<file path="src/rtl/bin2bcd_seq_if.sv">
// Request/result bundle for the sequential binary-to-BCD converter.
interface bin2bcd_seq_if #(
    parameter int unsigned N      = 16,
    parameter int unsigned DIGITS = 5
);
    localparam int unsigned NdW = $clog2(DIGITS + 1);

    logic                  start;
    logic [N-1:0]          bin;
    logic                  busy;
    logic                  done;
    logic [4*DIGITS-1:0]   bcd;
    logic                  neg;
    logic [NdW-1:0]        ndig;

    // Requester side drives start/bin and observes the result.
    modport master (
        output start, bin,
        input  busy, done, bcd, neg, ndig
    );

    // Converter side.
    modport slave (
        input  start, bin,
        output busy, done, bcd, neg, ndig
    );
endinterface

</file>
<file path="src/rtl/bin2bcd_seq.sv">
// Sequential double-dabble binary-to-BCD converter: one input bit per cycle,
// N shift cycles per conversion, results held in output registers between
// conversions.
module bin2bcd_seq #(
    parameter int unsigned N      = 16,
    parameter int unsigned DIGITS = 5,
    parameter int unsigned SIGNED = 0
) (
    input logic           clk_i,
    input logic           rst_ni,
    bin2bcd_seq_if.slave  bus_io
);
    localparam int unsigned NdW  = $clog2(DIGITS + 1);
    localparam int unsigned CntW = $clog2(N + 1);
    localparam int unsigned BcdW = 4 * DIGITS;

    // True when DIGITS decimal digits can hold the largest N-bit magnitude.
    function automatic logic digits_fit();
        longint unsigned p;
        p = 64'd1;
        for (int unsigned i = 0; i < DIGITS; i++) p = p * 64'd10;
        return p > ((64'd1 << N) - 64'd1);
    endfunction

    if (N < 4 || N > 32) begin : g_bad_n
        $error("bin2bcd_seq: N must be in 4..32");
    end
    if (!digits_fit()) begin : g_bad_digits
        $error("bin2bcd_seq: DIGITS too small for N-bit input");
    end

    typedef enum logic [1:0] {StIdle, StShift, StDone} state_e;

    state_e            state_q, state_d;
    logic [N-1:0]      mag_q, mag_d;
    logic [BcdW-1:0]   scratch_q, scratch_d;
    logic [CntW-1:0]   cnt_q, cnt_d;
    logic              sign_q, sign_d;
    logic [BcdW-1:0]   bcd_q, bcd_d;
    logic              neg_q, neg_d;
    logic [NdW-1:0]    ndig_q, ndig_d;

    logic              in_neg;
    logic [N-1:0]      in_mag;
    logic [BcdW-1:0]   corr;
    logic [BcdW-1:0]   sh_scratch;
    logic [N-1:0]      sh_mag;
    logic [NdW-1:0]    ndig_calc;

    // Input magnitude; the most negative value negates to 2^(N-1) as unsigned.
    always_comb begin
        in_neg = (SIGNED != 0) && bus_io.bin[N-1];
        in_mag = in_neg ? -bus_io.bin : bus_io.bin;
    end

    // One double-dabble step: +3 on every digit >= 5, then shift the pair left.
    always_comb begin
        corr = scratch_q;
        for (int k = 0; k < DIGITS; k++) begin
            if (scratch_q[4*k +: 4] >= 4'd5) corr[4*k +: 4] = scratch_q[4*k +: 4] + 4'd3;
        end
        sh_scratch = (corr << 1) | {{(BcdW-1){1'b0}}, mag_q[N-1]};
        sh_mag     = mag_q << 1;
        ndig_calc  = NdW'(1);
        for (int k = 0; k < DIGITS; k++) begin
            if (sh_scratch[4*k +: 4] != 4'd0) ndig_calc = NdW'(k + 1);
        end
    end

    // Next-state and datapath updates for the IDLE/SHIFT/DONE sequence.
    always_comb begin
        state_d   = state_q;
        mag_d     = mag_q;
        scratch_d = scratch_q;
        cnt_d     = cnt_q;
        sign_d    = sign_q;
        bcd_d     = bcd_q;
        neg_d     = neg_q;
        ndig_d    = ndig_q;
        unique case (state_q)
            StIdle: begin
                if (bus_io.start) begin
                    mag_d     = in_mag;
                    sign_d    = in_neg;
                    scratch_d = '0;
                    cnt_d     = CntW'(N);
                    state_d   = StShift;
                end
            end
            StShift: begin
                scratch_d = sh_scratch;
                mag_d     = sh_mag;
                cnt_d     = cnt_q - CntW'(1);
                // Last bit: publish the finished result in the same edge.
                if (cnt_q == CntW'(1)) begin
                    bcd_d   = sh_scratch;
                    neg_d   = sign_q;
                    ndig_d  = ndig_calc;
                    state_d = StDone;
                end
            end
            StDone:  state_d = StIdle;
            default: state_d = StIdle;
        endcase
    end

    // State register.
    always_ff @(posedge clk_i or negedge rst_ni) begin
        if (!rst_ni) state_q <= StIdle;
        else         state_q <= state_d;
    end

    // Working and result registers.
    always_ff @(posedge clk_i or negedge rst_ni) begin
        if (!rst_ni) begin
            mag_q     <= '0;
            scratch_q <= '0;
            cnt_q     <= '0;
            sign_q    <= 1'b0;
            bcd_q     <= '0;
            neg_q     <= 1'b0;
            ndig_q    <= NdW'(1);
        end else begin
            mag_q     <= mag_d;
            scratch_q <= scratch_d;
            cnt_q     <= cnt_d;
            sign_q    <= sign_d;
            bcd_q     <= bcd_d;
            neg_q     <= neg_d;
            ndig_q    <= ndig_d;
        end
    end

    assign bus_io.busy = (state_q == StShift);
    assign bus_io.done = (state_q == StDone);
    assign bus_io.bcd  = bcd_q;
    assign bus_io.neg  = neg_q;
    assign bus_io.ndig = ndig_q;
endmodule

</file>
<file path="src/flat_wrapper.sv">
// flat-port wrapper written by rule: the top's interface ports become plain ports
module bin2bcd_seq_flat 
#(
    parameter int unsigned N      = 16,
    parameter int unsigned DIGITS = 5,
    parameter int unsigned SIGNED = 0
)
  (clk_i, rst_ni, bus_io_start, bus_io_bin, bus_io_busy, bus_io_done, bus_io_bcd, bus_io_neg, bus_io_ndig);
  bin2bcd_seq_if #(.N(N), .DIGITS(DIGITS)) bus_io_i ();
  input logic clk_i;
  input logic rst_ni;
  input wire logic [$bits(bus_io_i.start)-1:0] bus_io_start;
  input wire logic [$bits(bus_io_i.bin)-1:0] bus_io_bin;
  output wire logic [$bits(bus_io_i.busy)-1:0] bus_io_busy;
  output wire logic [$bits(bus_io_i.done)-1:0] bus_io_done;
  output wire logic [$bits(bus_io_i.bcd)-1:0] bus_io_bcd;
  output wire logic [$bits(bus_io_i.neg)-1:0] bus_io_neg;
  output wire logic [$bits(bus_io_i.ndig)-1:0] bus_io_ndig;
  assign bus_io_i.start = bus_io_start;
  assign bus_io_i.bin = bus_io_bin;
  assign bus_io_busy = bus_io_i.busy;
  assign bus_io_done = bus_io_i.done;
  assign bus_io_bcd = bus_io_i.bcd;
  assign bus_io_neg = bus_io_i.neg;
  assign bus_io_ndig = bus_io_i.ndig;
  bin2bcd_seq #(.N(N), .DIGITS(DIGITS), .SIGNED(SIGNED)) u_core (.clk_i(clk_i), .rst_ni(rst_ni), .bus_io(bus_io_i));
endmodule
</file>
<file path="config.mk">
export PLATFORM = sky130hd
export DESIGN_NAME = bin2bcd_seq_flat
export DESIGN_NICKNAME = d
export VERILOG_FILES = /design/src/rtl/bin2bcd_seq_if.sv /design/src/rtl/bin2bcd_seq.sv /design/src/flat_wrapper.sv
export SDC_FILE = /design/constraint.sdc
export NUM_CORES = 1
export LEC_CHECK = 0
export ABC_AREA = 1
export CORE_MARGIN = 2
export CORE_UTILIZATION = 40
export DETAILED_ROUTE_END_ITERATION = 10
export DONT_BUFFER_PORTS = 1
export GPL_TIMING_DRIVEN = 0
export HOLD_SLACK_MARGIN = 0.15
export SYNTH_ARGS = -nofsm -noshare
export SYNTH_HDL_FRONTEND = slang
export SYNTH_SLANG_ARGS = --single-unit
</file>
<file path="constraint.sdc">
create_clock -name clk_i -period 1.7 [get_ports clk_i]
set_input_delay 0.255 -clock clk_i [delete_from_list [all_inputs] [get_ports clk_i]]
set_output_delay 0.255 -clock clk_i [all_outputs]
set_load 0.02 [all_outputs]
</file>
==> results_dict.tcl <==
set metrics [dict create \
    wl_per_cell_um 14.3 \
    hold_ws_ps -398 \
    arrival_ps 1880 \
    cts.path.max_buffers 2 \
    worstSetupEndpointType "flop" \
    htree_levels 3 \
    leakagePower_uw 0.00191 \
    worstSkewPairLatency_ps 340 \
    cts_tree "built" \
    drt-vias-per-instance 5.09 \
    start_kind "flop" \
    tightestPinTransition_ps 596 \
    p_per_area_nw_per_um2 2130 \
    crit_slowest_cell "dfrtp_1" \
    cts.sinks 66 \
    cp_num_buf_inv 3 \
    wl_um 7410 \
    drc_errors 0 \
    row_count 32 \
    syn_nets 405 \
    ff2ff_setup_slack_ps 80 \
    skew_ps 10.2 \
    globalplace.congestion 0.862 \
    cp_max_fo 4 \
    io-pin-count 45 \
    grt_pass1_wl_um 12400 \
    num_vias 2630 \
    drt_pass1_iterations 4 \
    hold_viol_final 66 \
    root_buffer "clkbuf_8" \
    start_util_pct 41.6 \
    dpl_worst_slack_ps -95.1 \
    synth_seq_area_share_pct 51.1 \
    cpPeakStageDelay_ps 420 \
    slew_headroom_pct 60.2 \
    dpl.hpwl_um 4900 \
    fmax_mhz 619 \
    die_h_um 93.9 \
    coreArea_um2 7770 \
    io_buffer_count 0 \
    ys_ff_latch 66 \
    post-place-cells 476 \
    final-setup-viol-count 0 \
    nets 441 \
    slew_violations 0 \
    cts_buffers 9 \
    final_common_cell "nand2_1" \
    synth_area_um2 3230 \
    clk_pin_slew_worst_paths_ps 80 \
    path_common_cell "nand2_1" \
    cp_cell_sequence "inv_2 > ha_2 > nor2_2 > inv_1 > nand2_2 > inv_2 > nand2_1 > nand2_1 > nand2_1 > nor2_2 > nand2_2 > a21oi_2" \
    tns_ps 0 \
    layout.cells.non_filler 517 \
    violations "hold timing" \
    drt_first_iter_violations 158 \
    overflow 0 \
    irDropWorstVdd_v 0.000574 \
    area_growth_pct 20.2 \
    die_area_um2 8820 \
    syn_avg_cell_area_um2 8.65 \
    synth_cell_type_count 31 \
    synthCells 374 \
    setup_slack_ps 83.6 \
    drive_gt1_share_pct 20.7 \
    path_delay_family "simple AND/OR/NAND/NOR gates" \
    cts_hold_buf 17 \
    critical_path_class "reg2reg" \
    status "complete, but fails checks" \
    antenna_cells 0 \
    die_x_um 93.9 \
    antenna_found_initial 0 \
    hold_path.class "in2async" \
    final_antenna_net_count 0 \
    finalCriticalPeriod_ps 1620 \
    grt_usage_pct 18.1 \
    grt_pass1_vias 2548 \
    critPathRequiredTime_ps 1970 \
    final_cell_mix "nand2_1 (75), dfrtp_1 (65), inv_1 (47), o21ai_0 (34), dlygate4sd3_1 (17)" \
    yosysWarningCount 0 \
    max_cap_viol_count 0 \
    period_share_pct 95.1 \
    grt_max_degree 67 \
]
-- sequential cells by signal, indices dropped and copies added, names as in the netlist --
name and flops:
u_core.cnt_q 5, u_core.bus_io.ndig 3, u_core.bus_io.bcd 20, u_core.scratch_q 20, u_core.state_q 2, u_core.mag_q 16
-- repair_timing --
item / in CTS / in global routing
endpoints found under the hold margin: 82 / 66
endpoints found under the setup margin: 7 / 5
buffers inserted: 3 / 5
gates resized for setup: 7 / 35
pin swaps: 2 / 10
-- cells in the mapped netlist --
master / number / area [um^2]
dfstp_2: 1 / 26.3
nand3_2: 1 / 10.0
or2_2: 1 / 6.26
buf_1: 1 / 3.75
xor2_1: 2 / 17.5
inv_1: 56 / 210
conb_1: 1 / 3.75
buf_6: 2 / 22.5
o221ai_1: 5 / 43.8
o21ai_0: 36 / 180
nand2_2: 2 / 12.5
o22ai_1: 15 / 93.8
o22ai_2: 5 / 62.6
nand4_2: 1 / 12.5
o21ai_1: 7 / 35.0
dfrtp_1: 65 / 1630
nor2_2: 2 / 12.5
nand2_1: 84 / 315
nor3_1: 1 / 5.00
nand3_1: 17 / 85.1
nor2_8: 1 / 20.0
ha_1: 12 / 150
a41oi_1: 1 / 8.76
a21oi_1: 6 / 30.0
nor2_1: 18 / 67.6
nand4_1: 4 / 25.0
buf_4: 2 / 15.0
a22oi_1: 10 / 75.1
buf_2: 1 / 5.00
inv_2: 7 / 26.3
clkbuf_1: 7 / 26.3
-- where the power goes --
part	leakage [uW]	internal, uW	switching [uW]	total (uW)
Clock	0.000103	713	601	1310
Combinational	0.000989	1490	2370	3860
Sequential	0.000818	2310	791	3100
Total	0.00191	4510	3760	8270
-- per-layer routing --
layer	GRT usage, %	vias up	wire length, um
met4	5.31	0	76
met5	0	-	0
met3	5.54	7	359
met1	24.0	1259	3390
met2	28.5	57	3580
li1	-	1307	-
-- area by class of cell --
cell class | instances | area, um^2
Multi-Input combinational cell | 232 | 1370
Fill cell | 756 | 3880
Buffer | 13 | 75.1
Timing Repair Buffer | 25 | 230
Inverter | 63 | 236
Clock buffer | 11 | 141
Clock inverter | 5 | 53.8
Sequential cell | 66 | 1650
Tap cell | 102 | 128
-- cells by family (layout without fill, tap and decap cells) --
group | after synthesis | count (layout) | share of synthesized area, %
AO/OA/AOI/OAI | 85 | 85 | 16.4
XOR/XNOR | 2 | 2 | 0.542
adder cells (fa/ha/maj) | 12 | 12 | 4.64
buffers and inverters | 76 | 117 | 9.55
flip-flops | 66 | 66 | 51.1
other | 1 | 1 | 0.116
AND/OR/NAND/NOR | 132 | 132 | 17.7
-- path summary, 6_finish.rpt --
path | start | to | depth (start not counted)
worst max-delay path | u_core.scratch_q[12] | u_core.bus_io.ndig[0] | 12
min in group clk_i | bus_io_start | u_core.mag_q[5] | 2
worst min register to register | u_core.mag_q[14] | u_core.mag_q[15] | 2
worst max register to register | u_core.scratch_q[12] | u_core.bus_io.ndig[0] | 12
max in group asynchronous | rst_ni | u_core.bus_io.ndig[0] | 0
worst min-delay path | rst_ni | u_core.bus_io.bcd[1] | 0
-- through the flow --
step / total power [uW] / util, % / instance area, um^2 / hold slack (ps)
2_1_floorplan: 5620 / - / 3230 / -40.6
3_3_place_gp: 6310 / 43.3 / 3360 / -38.3
3_5_place_dp: 6420 / 43.3 / 3360 / -38.8
4_1_cts: 7950 / 48.5 / 3770 / -412
5_1_grt: 9040 / 50.0 / 3890 / -423
6_report: 8270 / 50.0 / 3890 / -398
(Power assumes the default switching activity.)
